--- src/rtl/stage_pkg.sv ---
// Shared widths and writeback-select encodings for the writeback skid stage.
package stage_pkg;

    localparam int DATA_W_DEF = 32;
    localparam int RD_W_DEF   = 5;
    localparam int WRN_W_DEF  = 2;

    localparam logic [1:0] WRN_MEM = 2'b00;
    localparam logic [1:0] WRN_ALU = 2'b01;
    localparam logic [1:0] WRN_PC4 = 2'b10;

    // Packed slot payload: {data, busc, rd, we, wrn}
    function automatic int slot_w(input int dw, input int rw, input int ww);
        return 2 * dw + rw + 1 + ww;
    endfunction

endpackage

--- src/rtl/stage_slot.sv ---
// One pipeline slot: a valid bit plus a payload register that only loads with a valid beat.
module stage_slot
    import stage_pkg::*;
#(
    parameter int W = 8
) (
    input  logic         clk,
    input  logic         rst_n,
    input  logic         i_load,
    input  logic         i_clear,
    input  logic [W-1:0] i_d,
    output logic         o_valid,
    output logic [W-1:0] o_q
);

    logic         r_valid;
    logic [W-1:0] r_q;

    // Clear wins over load so a flush discards a concurrent fill; payload is
    // left untouched on clear to avoid needless toggling.
    always_ff @(posedge clk or negedge rst_n) begin
        if (!rst_n) begin
            r_valid <= 1'b0;
            r_q     <= '0;
        end else if (i_clear) begin
            r_valid <= 1'b0;
        end else if (i_load) begin
            r_valid <= 1'b1;
            r_q     <= i_d;
        end
    end

    assign o_valid = r_valid;
    assign o_q     = r_q;

endmodule

--- src/rtl/stage_wb_skid.sv ---
// Writeback-stage pipeline register with optional two-entry skid buffer.
module stage_wb_skid
    import stage_pkg::*;
#(
    parameter int DATA_W = DATA_W_DEF,
    parameter int RD_W   = RD_W_DEF,
    parameter int WRN_W  = WRN_W_DEF,
    parameter int SKID   = 1
) (
    input  logic              clk,
    input  logic              rst_n,
    input  logic              flush,
    input  logic              in_valid,
    output logic              in_ready,
    input  logic [DATA_W-1:0] in_data,
    input  logic [DATA_W-1:0] in_busc,
    input  logic [RD_W-1:0]   in_rd,
    input  logic              in_we,
    input  logic [WRN_W-1:0]  in_wrn,
    output logic              out_valid,
    input  logic              out_ready,
    output logic [DATA_W-1:0] out_data,
    output logic [DATA_W-1:0] out_busc,
    output logic [RD_W-1:0]   out_rd,
    output logic [WRN_W-1:0]  out_wrn,
    output logic              out_we,
    output logic [1:0]        occ
);

    localparam int PW = slot_w(DATA_W, RD_W, WRN_W);

    logic [PW-1:0] w_in_pay, w_head_d, w_head_q, w_skid_q;
    logic          w_head_v, w_skid_v, w_head_we;
    logic          w_acc, w_drn, w_head_free;
    logic          w_head_load, w_head_clear, w_skid_load, w_skid_clear;
    logic          w_head_nxt, w_skid_nxt;
    logic          r_in_ready;
    logic [1:0]    r_occ;

    assign w_in_pay = {in_data, in_busc, in_rd, in_we, in_wrn};

    always_comb begin
        w_acc        = in_valid & in_ready;
        w_drn        = w_head_v & out_ready;
        w_head_free  = !w_head_v | w_drn;
        // Head refills from skid first to keep FIFO order; a new beat only
        // goes straight to head when nothing is waiting in skid.
        w_head_load  = !flush & ((w_drn & w_skid_v) | (w_head_free & !w_skid_v & w_acc));
        w_head_d     = w_skid_v ? w_skid_q : w_in_pay;
        w_head_clear = flush | (w_drn & !w_head_load);
        w_skid_load  = !flush & w_acc & !(w_head_free & !w_skid_v);
        w_skid_clear = flush | (w_drn & w_skid_v & !w_skid_load);
        w_head_nxt   = !flush & (w_head_load | (w_head_v & !w_drn));
        w_skid_nxt   = !flush & (w_skid_load | (w_skid_v & !w_drn));
    end

    stage_slot #(.W(PW)) u_head (
        .clk     (clk),
        .rst_n   (rst_n),
        .i_load  (w_head_load),
        .i_clear (w_head_clear),
        .i_d     (w_head_d),
        .o_valid (w_head_v),
        .o_q     (w_head_q)
    );

    generate
        if (SKID != 0) begin : g_skid
            stage_slot #(.W(PW)) u_skid (
                .clk     (clk),
                .rst_n   (rst_n),
                .i_load  (w_skid_load),
                .i_clear (w_skid_clear),
                .i_d     (w_in_pay),
                .o_valid (w_skid_v),
                .o_q     (w_skid_q)
            );

            // Registered ready: no path from out_ready to in_ready.
            always_ff @(posedge clk or negedge rst_n) begin
                if (!rst_n) r_in_ready <= 1'b0;
                else        r_in_ready <= !w_skid_nxt;
            end

            assign in_ready = r_in_ready;
        end else begin : g_noskid
            assign w_skid_v = 1'b0;
            assign w_skid_q = '0;

            // Here the register only marks "out of reset" so ready stays low in reset.
            always_ff @(posedge clk or negedge rst_n) begin
                if (!rst_n) r_in_ready <= 1'b0;
                else        r_in_ready <= 1'b1;
            end

            assign in_ready = r_in_ready & (!w_head_v | out_ready);
        end
    endgenerate

    always_ff @(posedge clk or negedge rst_n) begin
        if (!rst_n) r_occ <= 2'd0;
        else        r_occ <= {1'b0, w_head_nxt} + {1'b0, w_skid_nxt};
    end

    assign {out_data, out_busc, out_rd, w_head_we, out_wrn} = w_head_q;
    assign out_valid = w_head_v;
    assign out_we    = w_head_v & w_head_we & (|out_rd);
    assign occ       = r_occ;

endmodule

--- config.mk ---
export PLATFORM = sky130hd
export DESIGN_NAME = stage_wb_skid
export DESIGN_NICKNAME = d
export VERILOG_FILES = /design/src/rtl/stage_pkg.sv /design/src/rtl/stage_slot.sv /design/src/rtl/stage_wb_skid.sv
export SDC_FILE = /design/constraint.sdc
export NUM_CORES = 1
export LEC_CHECK = 0
export CAP_MARGIN = 20
export CORE_AREA = 3 3 137 139
export DETAILED_ROUTE_END_ITERATION = 6
export DIE_AREA = 0 0 140 142
export GPL_ROUTABILITY_DRIVEN = 0
export PLACE_DENSITY = 0.7
export RECOVER_POWER = 25
export SLEW_MARGIN = 20
export SYNTH_ARGS = -nofsm -noshare
export SYNTH_HDL_FRONTEND = slang
export SYNTH_SLANG_ARGS = --single-unit
--- constraint.sdc ---
create_clock -name clk -period 2.4 [get_ports clk]
set_input_delay 0.48 -clock clk [delete_from_list [all_inputs] [get_ports clk]]
set_output_delay 0.48 -clock clk [all_outputs]
set_load 0.1 [all_outputs]
* Yosys cells after proc, flatten, opt, wreduce, memory -nomap -nowiden
Index checks and enable logic that the tools add are counted.
Word-level totals: flip-flop bits (word level) 149, bits of input ports 77, output and inout bits 76, word-level logic and storage cells 49
Operators by class: add/sub/neg operators 1, muxes and demuxes 5, bitwise operators 24, reductions and logical operators 13
Operators with widths (count):
- $mux 72 | 1
- $and 1x1->1 | 16
- $logic_not 1->1 | 8
- $or 1x1->1 | 6
- $reduce_or 5->1 | 1
- $mux 1 | 4
- $reduce_and 2->1 | 2
- $reduce_bool 2->1 | 2
- $add 1x1->2 | 1
- $not 1->1 | 2

* Longest topological paths before layout
Gate-level depths: netlist (run 1).
word-level depth 11, depth in mapped cells 6, mapped depth without buffers 4

* Hierarchy
From an unflattened synthesis (run 1), not the netlist that was laid out.
Second synthesis, totals: cells, all modules 417, area total of the unflattened synthesis 7343.3 sq um
By module, submodules not included:
- stage_slot | times used 2, cells an instance 156, area each 3081.7 sq um, sequential area each 1826.8 sq um
- stage_wb_skid | times used 1, cells an instance 105, area each 1179.9 sq um, sequential area each 75.1 sq um

* Worst setup path before layout (run 1)
No wires, ideal clock.
kind register to output, from reg u_head.r_valid, in the netlist u_head.o_valid, to out out_we, arrival 1.903 ns, data required time 1.920 ns, setup slack 0.017 ns, stages on the path, launching flop included 2, buffers on the path 0, cells stage by stage dfrtp_1 o311a_1
Between the ends: word-level cells in the longest chain between the ends 2
RTL lines:
- start: declaration | line stage_slot.sv:16 | logic r_valid;
- start signal: assignment | line stage_slot.sv:23 | r_valid <= 1'b0;
- start signal: assignment | line stage_slot.sv:26 | r_valid <= 1'b0;
- start signal: assignment | line stage_slot.sv:28 | r_valid <= 1'b1;
- $and 1x1->1 (2 in series) | line stage_wb_skid.sv:107 | assign out_we = w_head_v & w_head_we & (|out_rd);
- end: declaration | line stage_wb_skid.sv:26 | output logic out_we,
No other way between the ends.

* Final worst setup path (run 1)
from reg u_head.r_q[4], in the netlist u_head.o_q[4], to out out_we
Between the ends: word-level cells in the longest chain between the ends 2
RTL lines:
- start: declaration | line stage_slot.sv:17 | logic [W-1:0] r_q;
- start signal: assignment | line stage_slot.sv:29 | r_q <= i_d;
- $reduce_or 5->1 | line stage_wb_skid.sv:107
- $and 1x1->1 | line stage_wb_skid.sv:107
No other way between the ends.

==> results.md, run 1 <==
- Global route total overflow: 0
- Yosys cell types: 18
- Number of diodes: 0
- Gate Count Post-Synth: between 400 and 500
- Clock sink count: about 150
- Final setup vio count: 0
- Post-synth net total: roughly 550
- Crit-path cells: or3_1 > o311a_1 > buf_12
- Clock Tree Buf Depth: 2
- Post-synthesis sequential area ratio: 53.3%
- Hold buffers post-CTS: 0
- Synth area leaders: dfrtp_1 53%, mux2_2 27%, buf_4 8.3%, mux2_1 7.6%, buf_6 0.97%
- Max Cap Violations: 0
- Final hold violations: 0
- Synthesis-stage register bit count: 149
- Reg2reg start: g_skid.u_skid.o_valid
- Drt pass-1 iters: 4
- DRT Wirelength: 13400 um
- Critical-path maximum fanout: 3
- Setup Skew: between 0.006 and 0.007 ns
- Routed vias/inst: 4.79
- H-tree levels: 4
- Synth warn: 0
- Ports placed on the boundary: 153
- Area growth syn-to-layout: 25.2%
- Synth Flop Type: dfrtp_1
- Initial core utilization: between 30 and 40%
- Gr usage total: 14.1%
- Critical Path RT: 1.92 ns
- Vias in the first global route: 4327
- Top-count cell post-synth: mux2_2
- Cell row count: 49
- Num CTS Buffers: 17
- Root Buffer: clkbuf_16
- Outcome: finished, final reports clean
- Max Clock Freq: 0.459 GHz
- CTS resizes: 0
- Die Wd: 140 um
- Setup bufs post-CTS: 0
- Core Box Area: 0.0178 mm^2
- Die Area: 0.0199 mm^2
- Vias post-DR: 3883
- Initial antenna violation count: 0
- Cell taking the most area after synthesis: dfrtp_1
- Area of the mapped netlist: 0.00700 mm^2
- R2r worst-path depth: 4
- Crit path time final: 2.18 ns
- Net count, final: around 650
- FFs w/ async S/R, synth: 100%
- Setup crit start kind: flop
- HPWL Detailed: roughly 9300 um
- Most frequent cells after synthesis: 169 x mux2_2, 149 x dfrtp_1, 77 x buf_4
- Top cell type's share of synthesized area: a little over half
- CP max-delay cell: dfrtp_1
- Hold crit path type: input port to async pin
- Worst slew margin relative to its limit: 13.0%
- Worst stage delay on the critical path: 0.39 ns
- Worst setup EP type: primary output
- Worst EP arrival: 1.70 ns
- RSZ-0062 raised after global routing: false
- Pin count of the biggest net entering global routing: 52
- Final hold slack: 0.355 ns
- Post-synth EDFFs: 0
- Avg Cell Area, Syn: 14.7 um^2
- CP Class: flop to primary output
- First-pass GRT wire length: 22500 um
- TritonCTS clock tree: yes
- Period utilization: 90.7%
- Slew @ Worst Pin: 1.30 ns
- CTS clk-pin slew, worst paths: 0.06 ns
- Share of cells above drive strength 1: about half
- DRT antenna net count: 0
- DRC Markers: 0
- Port bufs: ~150
- Drt initial violations: 91
- DIE HEIGHT: 142 um
- Final Max Slew Viols: 0
- Critical Path Source: u_head.o_q[4]
- Drt wl/cell: 16.6 um
- Layout filler cell count: 1562
- Setup TNS: 0 ns
- Worst skew pair latency: 0.41 ns
final timing paths:
kind / endpoint / slack, ns
min in group clk: u_head.o_q[27] / 0.49
hold / removal: g_skid.u_skid.o_q[8] / 0.36
max in group asynchronous: g_skid.u_skid.o_valid / 0.66
hold reg to reg: u_head.o_q[27] / 0.49
setup / recovery: out_we / 0.22
setup reg to reg: u_head.o_q[60] / 0.51
critical path: cells and delay by family, from the launching register on:
kind	cells	cell delay (ns)
DFF	1	0.39
and+or+nand+nor	1	0.39
AOI/OAI and AO/OA	1	0.33
buffers and inverters	1	0.18
final cells by class:
cell class                      count  area [um^2]  share of cell area (%)
Multi-Input combinational cell    230         2570                    29.4
Clock inverter                     14          209                    2.39
Inverter                            2         7.51                  0.0857
Tap cell                          229          287                    3.27
Timing Repair Buffer              168         1520                    17.4
Sequential cell                   149         3730                    42.6
Clock buffer                       18          429                    4.90
metrics by stage:
stage          cells  area, um^2  util (%)  worst slack (ns)
3_5_place_dp     778        8140      45.8            0.0457
2_1_floorplan    476        7000         -            0.0171
5_1_grt          810        8760      49.3             0.158
4_1_cts          810        8780      49.4             0.188
3_3_place_gp     778        8140      45.8            0.0694
6_report         810        8760      49.3             0.222
state kept, by name, indices dropped and copies added, names as in the netlist:
register and flops:
g_skid.u_skid.o_q 72, occ 2, in_ready 1, g_skid.u_skid.o_valid 1, u_head.o_valid 1, u_head.o_q 72
per-layer routing:
layer	wire length [um]	global-route usage, %	vias up
met2	6640	23.2	101
met3	991	5.41	11
met1	5660	17.4	1988
met5	0	0	-
li1	-	-	1783
met4	122	4.13	0
cell usage in the layout (no fill, tap or decap), types with 2 or more instances in the layout:
| cell | n |
|---|---|
| buf_12 | 6 |
| bufinv_16 | 5 |
| a21o_1 | 2 |
| mux2_1 | 47 |
| clkinv_2 | 5 |
| clkinv_4 | 3 |
| clkdlybuf4s50_1 | 75 |
| mux2_2 | 169 |
| buf_4 | 85 |
| nand2_1 | 3 |
| inv_1 | 2 |
| dfrtp_1 | 148 |
| clkbuf_16 | 17 |
logic make-up after synthesis:
group	count (synthesis)	synth area share (%)
muxes	216	34.8
and+or+nand+nor	7	0.608
DFF	149	53.3
adders and majority gates	1	0.179
AOI/OAI and AO/OA	6	0.948
buffers and inverters	97	10.2
Power of run 1 is left out: the tool's default activity adds up to more than one toggle a clock period on the data nets, which glitch-free logic cannot reach.
==> run 2: changes to the inputs <==
Settings changed: SKIP_CTS_REPAIR_TIMING set to 1.
==> results of run 2 <==
Final layout, timing and power as in run 1 (identical DEF).
Power of run 2 is left out for the same reason.
